--- src/rtl/wb_fifo_slave.sv ---
// Wishbone slave: CONTROL/STATUS/SCRATCH registers plus a 32-bit data FIFO port.
// Three-state handshake (IDLE -> ACK -> HOLD) gives at most one access per strobe.
module wb_fifo_slave #(
  parameter int FIFO_DEPTH = 16
) (
  input  logic        clk,
  input  logic        rst,
  input  logic [31:0] wb_adr_i,
  input  logic [31:0] wb_dat_i,
  output logic [31:0] wb_dat_o,
  input  logic        wb_stb_i,
  input  logic        wb_cyc_i,
  input  logic        wb_we_i,
  input  logic        wb_msk_i,
  input  logic        wb_sel_i,
  output logic        wb_ack_o,
  output logic        wb_int_o
);

  localparam int PW = $clog2(FIFO_DEPTH);
  localparam int CW = PW + 1;

  typedef enum logic [1:0] {S_IDLE, S_ACK, S_HOLD} state_t;

  state_t          state_q, state_d;
  logic            ack_q, ack_d;
  logic [31:0]     dat_q, dat_d;
  logic            int_q, int_d;
  logic            en_q, en_d;
  logic            ie_q, ie_d;
  logic [31:0]     scratch_q, scratch_d;
  logic [PW-1:0]   wr_ptr_q, wr_ptr_d;
  logic [PW-1:0]   rd_ptr_q, rd_ptr_d;
  logic [CW-1:0]   cnt_q, cnt_d;
  logic            ovf_q, ovf_d;
  logic            udf_q, udf_d;
  logic            push;
  logic [31:0]     mem [FIFO_DEPTH];

  logic            req, empty, full;
  logic [31:0]     ctrl_rd, status_rd;
  logic            unused_ok;

  assign unused_ok = ^{wb_adr_i[31:2], wb_msk_i, wb_sel_i};

  assign req   = (state_q == S_IDLE) && wb_stb_i && wb_cyc_i;
  assign empty = (cnt_q == '0);
  assign full  = (cnt_q == CW'(FIFO_DEPTH));

  always_comb begin
    ctrl_rd       = '0;
    ctrl_rd[1:0]  = {ie_q, en_q};
    status_rd     = '0;
    status_rd[0]  = empty;
    status_rd[1]  = full;
    status_rd[2]  = ovf_q;
    status_rd[3]  = udf_q;
    status_rd[8 +: CW] = cnt_q;
  end

  always_ff @(posedge clk) begin
    if (rst) begin
      state_q   <= S_IDLE;
      ack_q     <= 1'b0;
      dat_q     <= '0;
      int_q     <= 1'b0;
      en_q      <= 1'b0;
      ie_q      <= 1'b0;
      scratch_q <= '0;
      wr_ptr_q  <= '0;
      rd_ptr_q  <= '0;
      cnt_q     <= '0;
      ovf_q     <= 1'b0;
      udf_q     <= 1'b0;
    end else begin
      state_q   <= state_d;
      ack_q     <= ack_d;
      dat_q     <= dat_d;
      int_q     <= int_d;
      en_q      <= en_d;
      ie_q      <= ie_d;
      scratch_q <= scratch_d;
      wr_ptr_q  <= wr_ptr_d;
      rd_ptr_q  <= rd_ptr_d;
      cnt_q     <= cnt_d;
      ovf_q     <= ovf_d;
      udf_q     <= udf_d;
    end
  end

  // Storage is not reset; a push racing a reset edge is orphaned by the pointer reset.
  always_ff @(posedge clk) begin
    if (push) mem[wr_ptr_q] <= wb_dat_i;
  end

  always_comb begin
    state_d = state_q;
    case (state_q)
      S_IDLE: if (wb_stb_i && wb_cyc_i) state_d = S_ACK;
      S_ACK:  state_d = wb_cyc_i ? S_HOLD : S_IDLE;
      S_HOLD: if (!wb_stb_i || !wb_cyc_i) state_d = S_IDLE;
      default: state_d = S_IDLE;
    endcase
  end

  always_comb begin
    ack_d     = 1'b0;
    dat_d     = dat_q;
    int_d     = ie_q & (~empty | ovf_q);
    en_d      = en_q;
    ie_d      = ie_q;
    scratch_d = scratch_q;
    wr_ptr_d  = wr_ptr_q;
    rd_ptr_d  = rd_ptr_q;
    cnt_d     = cnt_q;
    ovf_d     = ovf_q;
    udf_d     = udf_q;
    push      = 1'b0;
    if (req) begin
      ack_d = 1'b1;
      case (wb_adr_i[1:0])
        2'd0: begin
          if (wb_we_i) begin
            en_d = wb_dat_i[0];
            ie_d = wb_dat_i[1];
            if (wb_dat_i[2]) begin
              wr_ptr_d = '0;
              rd_ptr_d = '0;
              cnt_d    = '0;
            end
          end else begin
            dat_d = ctrl_rd;
          end
        end
        2'd1: begin
          if (wb_we_i) begin
            if (wb_dat_i[2]) ovf_d = 1'b0;
            if (wb_dat_i[3]) udf_d = 1'b0;
          end else begin
            dat_d = status_rd;
          end
        end
        2'd2: begin
          if (wb_we_i) scratch_d = wb_dat_i;
          else         dat_d     = scratch_q;
        end
        default: begin
          if (wb_we_i) begin
            if (en_q) begin
              if (full) begin
                ovf_d = 1'b1;
              end else begin
                push     = 1'b1;
                wr_ptr_d = wr_ptr_q + PW'(1);
                cnt_d    = cnt_q + CW'(1);
              end
            end
          end else if (en_q && !empty) begin
            dat_d    = mem[rd_ptr_q];
            rd_ptr_d = rd_ptr_q + PW'(1);
            cnt_d    = cnt_q - CW'(1);
          end else begin
            dat_d = '0;
            if (en_q) udf_d = 1'b1;
          end
        end
      endcase
    end
  end

  assign wb_ack_o = ack_q;
  assign wb_dat_o = dat_q;
  assign wb_int_o = int_q;

endmodule

--- config.mk ---
export PLATFORM = sky130hd
export DESIGN_NAME = wb_fifo_slave
export DESIGN_NICKNAME = d
export VERILOG_FILES = /design/src/rtl/wb_fifo_slave.sv
export SDC_FILE = /design/constraint.sdc
export NUM_CORES = 1
export LEC_CHECK = 0
export BUFFER_PORTS_ARGS = -buffer_cell sky130_fd_sc_hd__clkbuf_2
export CAP_MARGIN = 20
export CORE_MARGIN = 2
export CORE_UTILIZATION = 43
export DETAILED_ROUTE_END_ITERATION = 6
export MAX_ROUTING_LAYER = met4
export PLACE_DENSITY = 0.68
export SLEW_MARGIN = 20
export SYNTH_ARGS = -nofsm -noshare
export SYNTH_HDL_FRONTEND = slang
export SYNTH_SLANG_ARGS = --single-unit
--- constraint.sdc ---
create_clock -name clk -period 4.3 [get_ports clk]
set_input_delay 0.43 -clock clk [delete_from_list [all_inputs] [get_ports clk]]
set_output_delay 0.43 -clock clk [all_outputs]
set_load 0.02 [all_outputs]
## Yosys cells after proc, flatten, opt, wreduce, memory -nomap -nowiden

Memories as Yosys holds them, arrays and structs flattened. A register that Yosys moved wholly into a read port is not among the register bits.
Cells that the tools add are included.
W data, S select, Z words.

| word-level totals | value |
|---|---|
| logic and storage cells | 118 |
| flip-flop bits (word level) | 85 |
| RAM bits | 512 |
| memories kept | 1 |
| output and inout bits | 34 |

| cells by class | value |
|---|---|
| equal/unequal tests | 18 |
| add/sub/neg operators | 4 |
| mux-type cells | 48 |
| reductions and logical operators | 29 |
| bitwise gates (word level) | 6 |

Memory list:

| memory | depth | width | rd ports | clocked after memory_dff | wr ports | RTL line | source |
|---|---|---|---|---|---|---|---|
| mem | 16 | 32 | 1 | 1 | 1 | 38 | `logic [31:0] mem [FIFO_DEPTH];` |

Operator list:

| cell | number |
|---|---|
| $mux W32 | 5 |
| $pmux W32 S3 | 1 |
| $mux W4 | 9 |
| $mux W5 | 6 |
| $mux W1 | 18 |
| $reduce_and A6 Y1 | 3 |
| $pmux W4 S2 | 2 |
| $reduce_and A7 Y1 | 2 |
| $ne A2 B2 Y1 const B | 6 |
| $reduce_bool A2 Y1 | 6 |
| $ne A2 B1 Y1 const B | 5 |
| $pmux W5 S2 | 1 |
| $add A4 B1 Y4 const B | 2 |
| $mux W2 | 3 |
| $pmux W2 S3 | 1 |
| $reduce_and A3 Y1 | 2 |
| $add A5 B1 Y5 const B | 1 |
| $eq A5 B5 Y1 const B | 1 |
| $logic_not A5 Y1 | 1 |
| $sub A5 B1 Y5 const B | 1 |
| $eq A2 B1 Y1 const B | 2 |
| $eq A2 B2 Y1 const B | 2 |
| $logic_and A1 B1 Y1 | 4 |
| $logic_not A2 Y1 | 2 |
| other kinds (11) | 19 |

## Logic depth before layout (Yosys ltp)

Gate-level depths: netlist of run 1.

| logic depth | value |
|---|---|
| word-level depth | 8 |
| gate-level depth with buffers | 8 |

## Worst setup path after synthesis of run 1

No wires, ideal clock.

| path | value |
|---|---|
| kind | input -> register |
| start | in wb_stb_i |
| end | mem mem[3][0] (enable) |
| path buffers | 0 |
| setup time | 0.461 ns |
| data arrival time | 3.533 ns |
| cell stages on the path | 5 |
| slack | 0.306 ns |
| cell sequence | and4bb_2 > nand2_1 > a211oi_1 > nand2_1 > nor3_1 |

| between the ends | value |
|---|---|
| word-level cells in the longest chain between the ends | 5 |

RTL lines:

| element | RTL line | source |
|---|---|---|
| start: declaration | 11 | `input logic wb_stb_i,` |
| $logic_and A1 B1 Y1 (2 in a row) | 46 | `assign req = (state_q == S_IDLE) && wb_stb_i && wb_cyc_i;` |
| $mux W1 | 119 | `if (req) begin` |
| $mux W1 | 93 | `if (push) mem[wr_ptr_q] <= wb_dat_i;` |
| $mux W1 (not written as such) | 93 |  |
| end: declaration | 38 |  |

Every way passes these cells.

## Worst setup path after layout of run 1

| path | value |
|---|---|
| start | reg state_q[0] |
| end | mem mem[11][2] (enable) |

| between the ends | value |
|---|---|
| word-level cells in the longest chain between the ends | 6 |

RTL lines:

| element | RTL line | source |
|---|---|---|
| start: declaration | 25 | `state_t state_q, state_d;` |
| start signal: assignment | 76 | `state_q <= state_d;` |
| $logic_not A2 Y1 | 46 |  |
| $logic_and A1 B1 Y1 (2 in a row) | 46 |  |
| $mux W1 | 119 |  |
| $mux W1 | 93 |  |
| $mux W1 (not written as such) | 93 |  |

Every way passes these cells.

==> key figures, run 1 <==
Critical path
  • Worst setup SP type: flop
  • FF-to-FF setup slack: 1.39 ns
  • Setup crit end kind: flop
  • Critical path class: flop to flop
  • Worst EP arrival: 3.22 ns
  • Critical Path RT: 4.61 ns
  • CP Max Fanout: 19

Synth
  • Synthesized-area fraction occupied by and/or/nand/nor cells: 4.23%
  • Syn Area/Cell: 18.5 um^2
  • Yosys cell types: 62
  • Cells after synthesis: 1,271
  • Area of the mapped netlist: 23,600 um^2
  • Mapped Nets: 1,355
  • Multiplexer share of the synthesized area: 15.4%
  • Predominant post-synthesis flop cell: edfxtp_1
  • Post-synthesis register bit count: 601
  • Largest family of logic cells by synthesized area: multiplexers
  • YS warnings: 0
  • Post-Synth Adder-Cell Area: 0.722%
  • Post-synthesis xor/xnor area fraction: 0.186%
  • Post-synth ARST share: 0%
  • EDFF count, synth: 512
  • Synth Area in Compound Gates: 4.43%
  • Sequential element share of the synthesized area: 72.8%

Flow run
  • Max Cap Violations: 0

GRT
  • Vias in the first global route: 12,300
  • GRT Overall Usage: 18.5%
  • Largest net degree at the start of global routing: 55
  • GR Overflow Total: 0
  • Initial antenna violation count: 0
  • Global-route wire length before repair: 76,200 um

Place
  • Final Wtd Congestion: 0.841
  • Port buffer count: 72
  • HPWL after detailed placement: 28,400 um

Clocking
  • CTS Hold Bufs: 0
  • # Post-CTS Setup Buffers: 0
  • Root Buffer: clkbuf_16
  • H-Tree Depth: 2
  • Resized cells post-CTS: 0
  • CTS max path bufs: 3
  • TritonCTS Buffers: 59
  • Clock transition at path regs: 0.06 ns
  • Clk_lat worst skew: 0.62 ns
  • TritonCTS Sinks: 601
  • CTS tree: built

Die
  • I/O pin count: 105
  • Core area: 54,000 um^2
  • DIE AREA: 56,700 um^2
  • Die H: 238 um
  • Die width: 238 um
  • Row count: 85
  • Initial Utilization: 43.6%

Pwr
  • VDD IR-drop max: 0.411 mV
  • Power Dens Cells: 440 nW/um^2
  • Leakage: 8.25 nW

Routing
  • Per-cell routed wire length: 24.0 um
  • Final WL: 50,600 um
  • Via count: 12,000
  • Drt via density: 5.71
  • DR DRC count: 0
  • 1st-pass router iterations: 5
  • Detailed router's first-iteration violation count: 924
  • ANT nets after route: 0

STA
  • Slew HR: 41.0%
  • Actual slew at the worst max-slew pin: 0.877 ns
  • Clock Skew: 0.0180 ns
  • Min cycle time layout: 2.91 ns
  • Final setup violation count: 0
  • Period utilisation layout: 67.7%
  • Fin. Hold Viols: 0
  • Fmax: 343 MHz
  • RSZ-0062 raised after global routing: false
  • Setup TNS: 0 ns
  • Pins Over Slew Limit: 0

Cells and area
  • Post-layout util: 49.5%
  • Synth-to-layout area growth: 13.4%
  • Fraction of layout cells with a size suffix above 1: 24.3%
  • Commonest non-fill, non-tap cell in the layout: edfxtp_1
  • # diodes: 0
  • Final layout net count: 1,447
  • Most frequent cells in the layout: edfxtp_1, mux4_2, dfxtp_1, nand2_1, a21oi_1

Status
  • Run status: finished, final reports clean

Hold path
  • Hold Crit Class: input port to flop
where the power goes:
group          switching (mW)  internal, mW  total, mW
combinational           0.189        0.0628      0.251
clock                    2.16          3.00       5.16
sequential             0.0132          6.33       6.34
synth_stat cells, types with 5 or more instances:
master	n	area [um^2]
clkbuf_1	27	101
nor3b_1	25	188
o22ai_1	9	56.3
buf_2	18	90.1
o221ai_1	22	193
nor3_1	11	55.1
mux4_2	109	2450
dfxtp_1	89	1780
nand2_1	79	297
mux4_1	19	499
o21a_1	9	67.6
buf_4	10	75.1
a22oi_1	7	52.6
a21oi_1	75	375
ha_1	12	150
edfxtp_1	512	15400
mux2i_1	65	651
buf_6	11	124
o21ai_0	18	90.1
nand3_1	5	25.0
nor2_1	63	236
inv_1	9	33.8
layer usage:
metal  GRT usage, %  vias up  wire (um)
met5              -        -          0
met4           6.36        0       1550
met3           3.03       91       3120
met2           29.6      376      24500
met1           24.2     6286      21500
li1               -     5293          -
worst paths after layout:
path / from / endpoint / cells after the start
worst max-delay path: state_q[0] / mem[11][2] / 6
worst min-delay path: wb_cyc_i / state_q[1] / 2
worst max register to register: state_q[0] / mem[11][2] / 6
worst min register to register: scratch_q[24] / scratch_q[24] / 2
logic make-up after synthesis:
kind of cell | after synthesis
flip-flops | 601
XOR/XNOR | 5
AND/OR/NAND/NOR | 209
adder cells (fa/ha/maj) | 13
buffers and inverters | 86
multiplexers | 195
AO/OA/AOI/OAI | 162
worst max-delay path, stage by stage (launching register included):
cell and delay (ns):
dfxtp_1 0.33, and4bb_2 0.40, nand2_1 0.11, a211oi_1 0.54
nand2_1 0.37, nor2_4 0.58, buf_12 0.26
final cells by class:
cell class              count  area (um^2)
fillers                  4395        27300
multi-input cells         584         6010
clock inverters            26          254
well taps                 696          871
flip-flops and latches    601        17200
repair buffers            107          688
clock buffers              86         1710
inverters                  10         37.5
stage by stage:
stage	power, mW	setup slack (ns)	hold WS, ns	cells	cell area [um^2]
after floorplan	6.58	0.306	0.437	1271	23600
after global placement	6.71	1.03	0.442	1998	24800
after detailed placement	6.72	1.01	0.449	1998	24800
after CTS	11.9	1.38	0.0718	2110	26700
after global routing	12.1	1.23	0.0984	2110	26700
final	11.8	1.39	0.105	2110	26700
sequential cells by signal (all words and copies together), names as in the netlist, named ones only:
| name | count |
|---|---|
| ovf_q | 1 |
| ie_q | 1 |
| rd_ptr_q | 4 |
| cnt_q | 5 |
| state_q | 2 |
| scratch_q | 32 |
| mem | 512 |
| wb_dat_o | 32 |
| wb_int_o | 1 |
| en_q | 1 |
| udf_q | 1 |
| wr_ptr_q | 4 |
| wb_ack_o | 1 |
Note: power is estimated with default switching activity, not from simulation.
==> run 2: changes to the inputs <==
Settings changed: PLACE_DENSITY 0.68 to 0.66.
Clock period 4.3 ns to 2.95 ns, I/O delays scaled along.
==> run 2 against run 1 <==
  * Utilization up 0.73 points
  * Combinational power up 49%
  * Clock-buffer cell count down 5
  * Flip-flop and latch count unchanged
  * Critical path type unchanged
  * Die area unchanged
==> key figures, run 2 (same netlist as run 1, synthesis figures left out) <==
Critical path
  • Setup crit end kind: flop
  • RR Startpoint: state_q[0]
  • CP Max Fanout: 24
  • Critical Path RT: 3.24 ns
  • Worst EP arrival: 2.67 ns
  • Worst path slowest cell: and4bb_2
  • Crit-path max cell delay: 0.43 ns
  • Worst r2r path cells: 8
  • Critical path class: flop to flop
  • Worst path cell trace: and4bb_2 > nand2_1 > a211oi_1 > buf_4 > nand2_1 > buf_4 > nor3_4 > buf_12
  • Reg-to-Reg End: mem[2][10]
  • FF-to-FF setup slack: 0.57 ns
  • Worst setup SP type: flop

STA
  • Min cycle time layout: 2.38 ns
  • Period utilisation layout: 80.7%
  • Fin. Hold Viols: 0
  • Pins Over Slew Limit: 0
  • Actual slew at the worst max-slew pin: 0.636 ns
  • Clock Skew: 0.0482 ns
  • Fmax: 420 MHz
  • PnR worst setup slack: 0.569 ns
  • Final setup violation count: 0
  • RSZ-0062 raised after global routing: false
  • Slew HR: 57.6%

Routing
  • Final WL: 52,300 um
  • DR DRC count: 0
  • ANT nets after route: 0
  • Drt via density: 5.68
  • Per-cell routed wire length: 24.4 um
  • Detailed router's first-iteration violation count: 1,128
  • Via count: 12,200
  • 1st-pass router iterations: 5

Status
  • Run status: finished, final reports clean

Clocking
  • Resized cells post-CTS: 0
  • TritonCTS Sinks: 601
  • TritonCTS Buffers: 57
  • Clk_lat worst skew: 0.64 ns
  • H-Tree Depth: 2
  • CTS tree: built
  • Clock transition at path regs: 0.07 ns
  • Root Buffer: clkbuf_16
  • # Post-CTS Setup Buffers: 0
  • CTS Hold Bufs: 1
  • CTS max path bufs: 3

Cells and area
  • Post-layout util: 50.2%
  • Synth-to-layout area growth: 15.1%
  • Top reg by flops: mem
  • Most frequent cells in the layout: edfxtp_1, mux4_2, dfxtp_1, nand2_1, a21oi_1
  • Final layout net count: 1,482
  • Fraction of layout cells with a size suffix above 1: 25.1%
  • Commonest non-fill, non-tap cell in the layout: edfxtp_1
  • Max reg flops: 512

Pwr
  • Power Dens Cells: 618 nW/um^2
  • Sequential Power Share: 55.2%
  • Clk pwr share: 42.6%
  • Switching Share: 20.5%
  • VDD IR-drop max: 0.472 mV
  • Cell-internal power: 13.3 mW
  • Logic pwr share: 2.2%
  • Net switching power: 3.44 mW
  • Leakage: 8.37 nW

Die
  • Die width: 238 um
  • DIE AREA: 56,700 um^2
  • Die H: 238 um
  • Core area: 54,000 um^2
  • I/O pin count: 105
  • Row count: 85
  • Initial Utilization: 43.6%

Place
  • Final Wtd Congestion: 0.776
  • Port buffer count: 72
  • HPWL after detailed placement: 30,600 um
  • Setup WS pre-CTS: 0.592 ns

Hold path
  • Hold Path Stages: 3
  • Min-Delay Endpoint: scratch_q[23]
  • Hold Crit Class: input port to flop
  • Worst hold start: wb_dat_i[23]

GRT
  • GR Overflow Total: 0
  • Initial antenna violation count: 1
  • Vias in the first global route: 12,300
  • Global-route wire length before repair: 78,700 um
  • GRT Overall Usage: 19.3%
  • Largest net degree at the start of global routing: 66

Flow run
  • Max Cap Violations: 0
-- run 2: changes by cell type in the layout (fill, tap and decap cells not counted), moves of 5 or more --
| cell | previous run | this run |
|---|---|---|
| buf_4 | 31 | 49 |
| buf_12 | 5 | 23 |
| clkbuf_1 | 16 | 23 |
| clkinv_2 | 14 | 8 |
| clkinv_1 | 4 | 9 |
| clkbuf_8 | 9 | 1 |
-- run 2: worst max-delay path, delay by kind of cell, from the launching register on --
kind	cells	cell delay (ns)
compound gates	1	0.32
buf+inv	3	0.62
flops	1	0.33
simple gates	4	0.78
-- run 2: power groups by stage --
stage          clock network [mW]  registers (mW)  logic (mW)
6_report                     7.14            9.25       0.373
5_1_grt                      7.58            9.25       0.410
4_1_cts                      7.26            9.25       0.375
3_5_place_dp                    0            9.43       0.373
3_3_place_gp                    0            9.43       0.359
2_1_floorplan                   0            9.46       0.140
-- run 2: cell type report --
cell class | count | area [um^2]
repair buffers | 144 | 1190
multi-input cells | 584 | 6030
flip-flops and latches | 601 | 17200
fillers | 4371 | 26900
inverters | 10 | 37.5
diodes | 1 | 2.50
well taps | 696 | 871
clock inverters | 27 | 303
clock buffers | 81 | 1530
-- run 2: worst max path at each step --
stage	cells past startpoint	from	endpoint
after global placement	9	wb_stb_i	mem[0][25]
final	8	state_q[0]	mem[2][10]
after floorplan	5	state_q[0]	mem[15][0]
after CTS	8	state_q[1]	mem[2][10]
after global routing	8	state_q[0]	mem[2][10]
after detailed placement	9	wb_stb_i	mem[0][9]
-- run 2: metal layers --
layer	routed length [um]	global-route usage [%]	vias up
li1	-	-	5378
met1	22200	26.0	6387
met2	26200	31.2	355
met3	3050	2.87	67
met4	924	4.39	0
met5	0	-	-
-- run 2: through the flow --
step / area [um^2] / setup TNS, ns / power [mW] / std cells / hold slack, ns
after CTS: 27100 / 0 / 16.9 / 2143 / 0.0425
after detailed placement: 25300 / 0 / 9.80 / 2034 / 0.447
after floorplan: 23600 / -49.29 / 9.59 / 1271 / 0.394
after global placement: 25300 / 0 / 9.79 / 2034 / 0.443
final: 27100 / 0 / 16.8 / 2144 / 0.0747
after global routing: 27100 / 0 / 17.2 / 2144 / 0.0870
==> run 3: changes to the inputs <==
Settings changed: ABC_AREA from default to 1, PLACE_DENSITY 0.66 to 0.68.
Clock period 2.95 ns to 1.93 ns, I/O delays scaled along.
==> run 3 against run 2 <==
  * The flow now finishes with violations (negative setup slack)
  * Flip-flop and latch count is the same
  * Clock-buffer cell count is 7 higher
  * Highest routed layer unchanged
  * Sequential power rose by 54%
  * Largest cell class unchanged
  * Critical endpoint is now mem[10][26]
  * Final cell count is 69% higher
==> key figures, run 3 <==
STA
  • Clock Skew: 0.0358 ns
  • Actual slew at the worst max-slew pin: 1.10 ns
  • Hold slack: 0.0272 ns
  • Period utilisation layout: 104%
  • Fmax: 500 MHz
  • Slew HR: 26.8%
  • PnR worst setup slack: -0.0692 ns
  • Pins Over Slew Limit: 0
  • RSZ-0062 raised after global routing: true
  • Fin. Hold Viols: 0
  • Setup TNS: -5.33 ns
  • Final setup violation count: 234
  • Min cycle time layout: 2.00 ns

Routing
  • Per-cell routed wire length: 20.3 um
  • ANT nets after route: 0
  • Final WL: 73,600 um
  • 1st-pass router iterations: 5
  • DR DRC count: 0
  • Drt via density: 5.26
  • Via count: 19,100
  • Detailed router's first-iteration violation count: 2,220

Die
  • Die width: 251 um
  • Core area: 60,200 um^2
  • Row count: 90
  • I/O pin count: 105
  • DIE AREA: 62,800 um^2
  • Initial Utilization: 43.4%
  • Die H: 251 um

Pwr
  • Leakage: 13.2 nW
  • Power Dens Cells: 869 nW/um^2
  • VDD IR-drop max: 0.863 mV
  • Overall power consumption: 27.6 mW

Place
  • Placed cell area: 28,200 um^2
  • HPWL after detailed placement: 40,800 um
  • Setup WS pre-CTS: -0.00310 ns
  • Final Wtd Congestion: 0.852
  • Port buffer count: 72
  • Cell count after placement: 3,450

GRT
  • GRT Overall Usage: 22.0%
  • Initial antenna violation count: 1
  • Largest net degree at the start of global routing: 54
  • Global-route wire length before repair: 104,000 um
  • GR Overflow Total: 0
  • Vias in the first global route: 18,100

Cells and area
  • Post-layout util: 52.7%
  • Max reg flops: 512
  • Fraction of layout cells with a size suffix above 1: 14.8%
  • Most frequent cells in the layout: nand2_1, edfxtp_1, inv_1, nand3_1, nor2_1
  • Final instance area: 31,700 um^2
  • Final layout net count: 2,878
  • Commonest non-fill, non-tap cell in the layout: nand2_1
  • Top reg by flops: mem
  • Synth-to-layout area growth: 21.4%
  • Non-Filler Instances: 3,630

Clocking
  • CTS max path bufs: 3
  • TritonCTS Buffers: 61
  • H-Tree Depth: 2
  • Clk_lat worst skew: 0.64 ns
  • TritonCTS Sinks: 601
  • CTS tree: built
  • Root Buffer: clkbuf_16
  • Clock transition at path regs: 0.06 ns

Hold path
  • Hold Path Stages: 1
  • Worst hold start: wb_dat_i[5]
  • Hold Crit Class: input port to flop

Critical path
  • Worst path depth: 10
  • Critical Path RT: 2.28 ns
  • Critical path class: flop to flop
  • Crit-path max cell delay: 0.33 ns
  • Worst EP arrival: 2.35 ns
  • CP Max Fanout: 6
  • Reg-to-Reg End: mem[10][26]
  • Critical Path Sink: mem[10][26]
  • Worst r2r path cells: 10
  • Worst path cell trace: inv_2 > nand2_4 > nor2_4 > nand2_2 > nor3_4 > buf_12 > nand2_8 > nor2_4 > buf_6 > buf_16
  • Worst setup SP type: flop
  • Cell mode on critical path: nor2_4
  • FF-to-FF setup slack: -0.07 ns
  • Setup crit end kind: flop
  • WP buf/inv: 4
  • CP top delay family: simple AND/OR/NAND/NOR gates
  • CP Launch Point: state_q[0]
  • RR Startpoint: state_q[0]
  • Worst path slowest cell: dfxtp_2

Synth
  • Top cell type by total area after synthesis: edfxtp_1
  • YS warnings: 0
  • Predominant post-synthesis flop cell: edfxtp_1
  • Commonest cells in the netlist: nand2_1, edfxtp_1, inv_1
  • Area of the mapped netlist: 26,200 um^2
  • Post-synthesis register bit count: 601
  • Synth top area share: 58.8%
  • Yosys cell types: 36
  • EDFF count, synth: 512
  • Sequential element share of the synthesized area: 65.6%
  • Count leader, synth: nand2_1
  • Post-synth ARST share: 0%
  • Largest cells by area after synthesis: edfxtp_1, nand2_1, nand3_1
  • Syn Area/Cell: 9.98 um^2
  • Cells after synthesis: 2,620
  • Mapped Nets: 2,704

Status
  • Failing checks: negative setup slack
  • Run status: complete, but fails checks

Flow run
  • Max Cap Violations: 0
run 3: area by class of cell:
type | count | area, um^2
fillers | 4993 | 28500
repair buffers | 249 | 3080
flip-flops and latches | 601 | 17200
multi-input cells | 1463 | 6780
clock inverters | 28 | 425
clock buffers | 88 | 1740
diodes | 1 | 2.50
well taps | 782 | 978
inverters | 418 | 1580
run 3: worst min path at each step:
stage | endpoint | slack (ns)
final | mem[2][5] | 0.03
after global routing | mem[14][31] | 0.03
after CTS | mem[2][4] | 0.006
after detailed placement | state_q[1] | 0.45
after global placement | state_q[1] | 0.44
after floorplan | mem[0][0] | 0.29
run 3: cell families after synthesis:
logic type               after synthesis  synth area share (%)
buffers and inverters                556                  9.33
AND/OR/NAND/NOR                     1286                  20.7
flip-flops                           601                  65.6
XOR/XNOR                               5                 0.167
adder cells (fa/ha/maj)               13                 0.651
AO/OA/AOI/OAI                        159                  3.54
run 3: where the power goes:
group | total (mW) | internal (mW) | switching (mW)
combinational | 0.838 | 0.228 | 0.610
clock | 12.6 | 7.50 | 5.10
sequential | 14.2 | 14.1 | 0.0395
total | 27.6 | 21.8 | 5.75
run 3: routing by layer:
metal  GRT usage (%)  share of wire (%)
met5               -                  0
met2            35.4                 47
met4            7.41                4.0
met3            3.48                8.8
met1            28.5                 40
run 3: repair_timing:
action,CTS,global route
gates resized for setup,4,63
pin swaps,3,12
cloned,2,34
hold endpoints to repair,44,0
buffers inserted,4,21
setup endpoints to repair,85,450
hold buffers,5,0
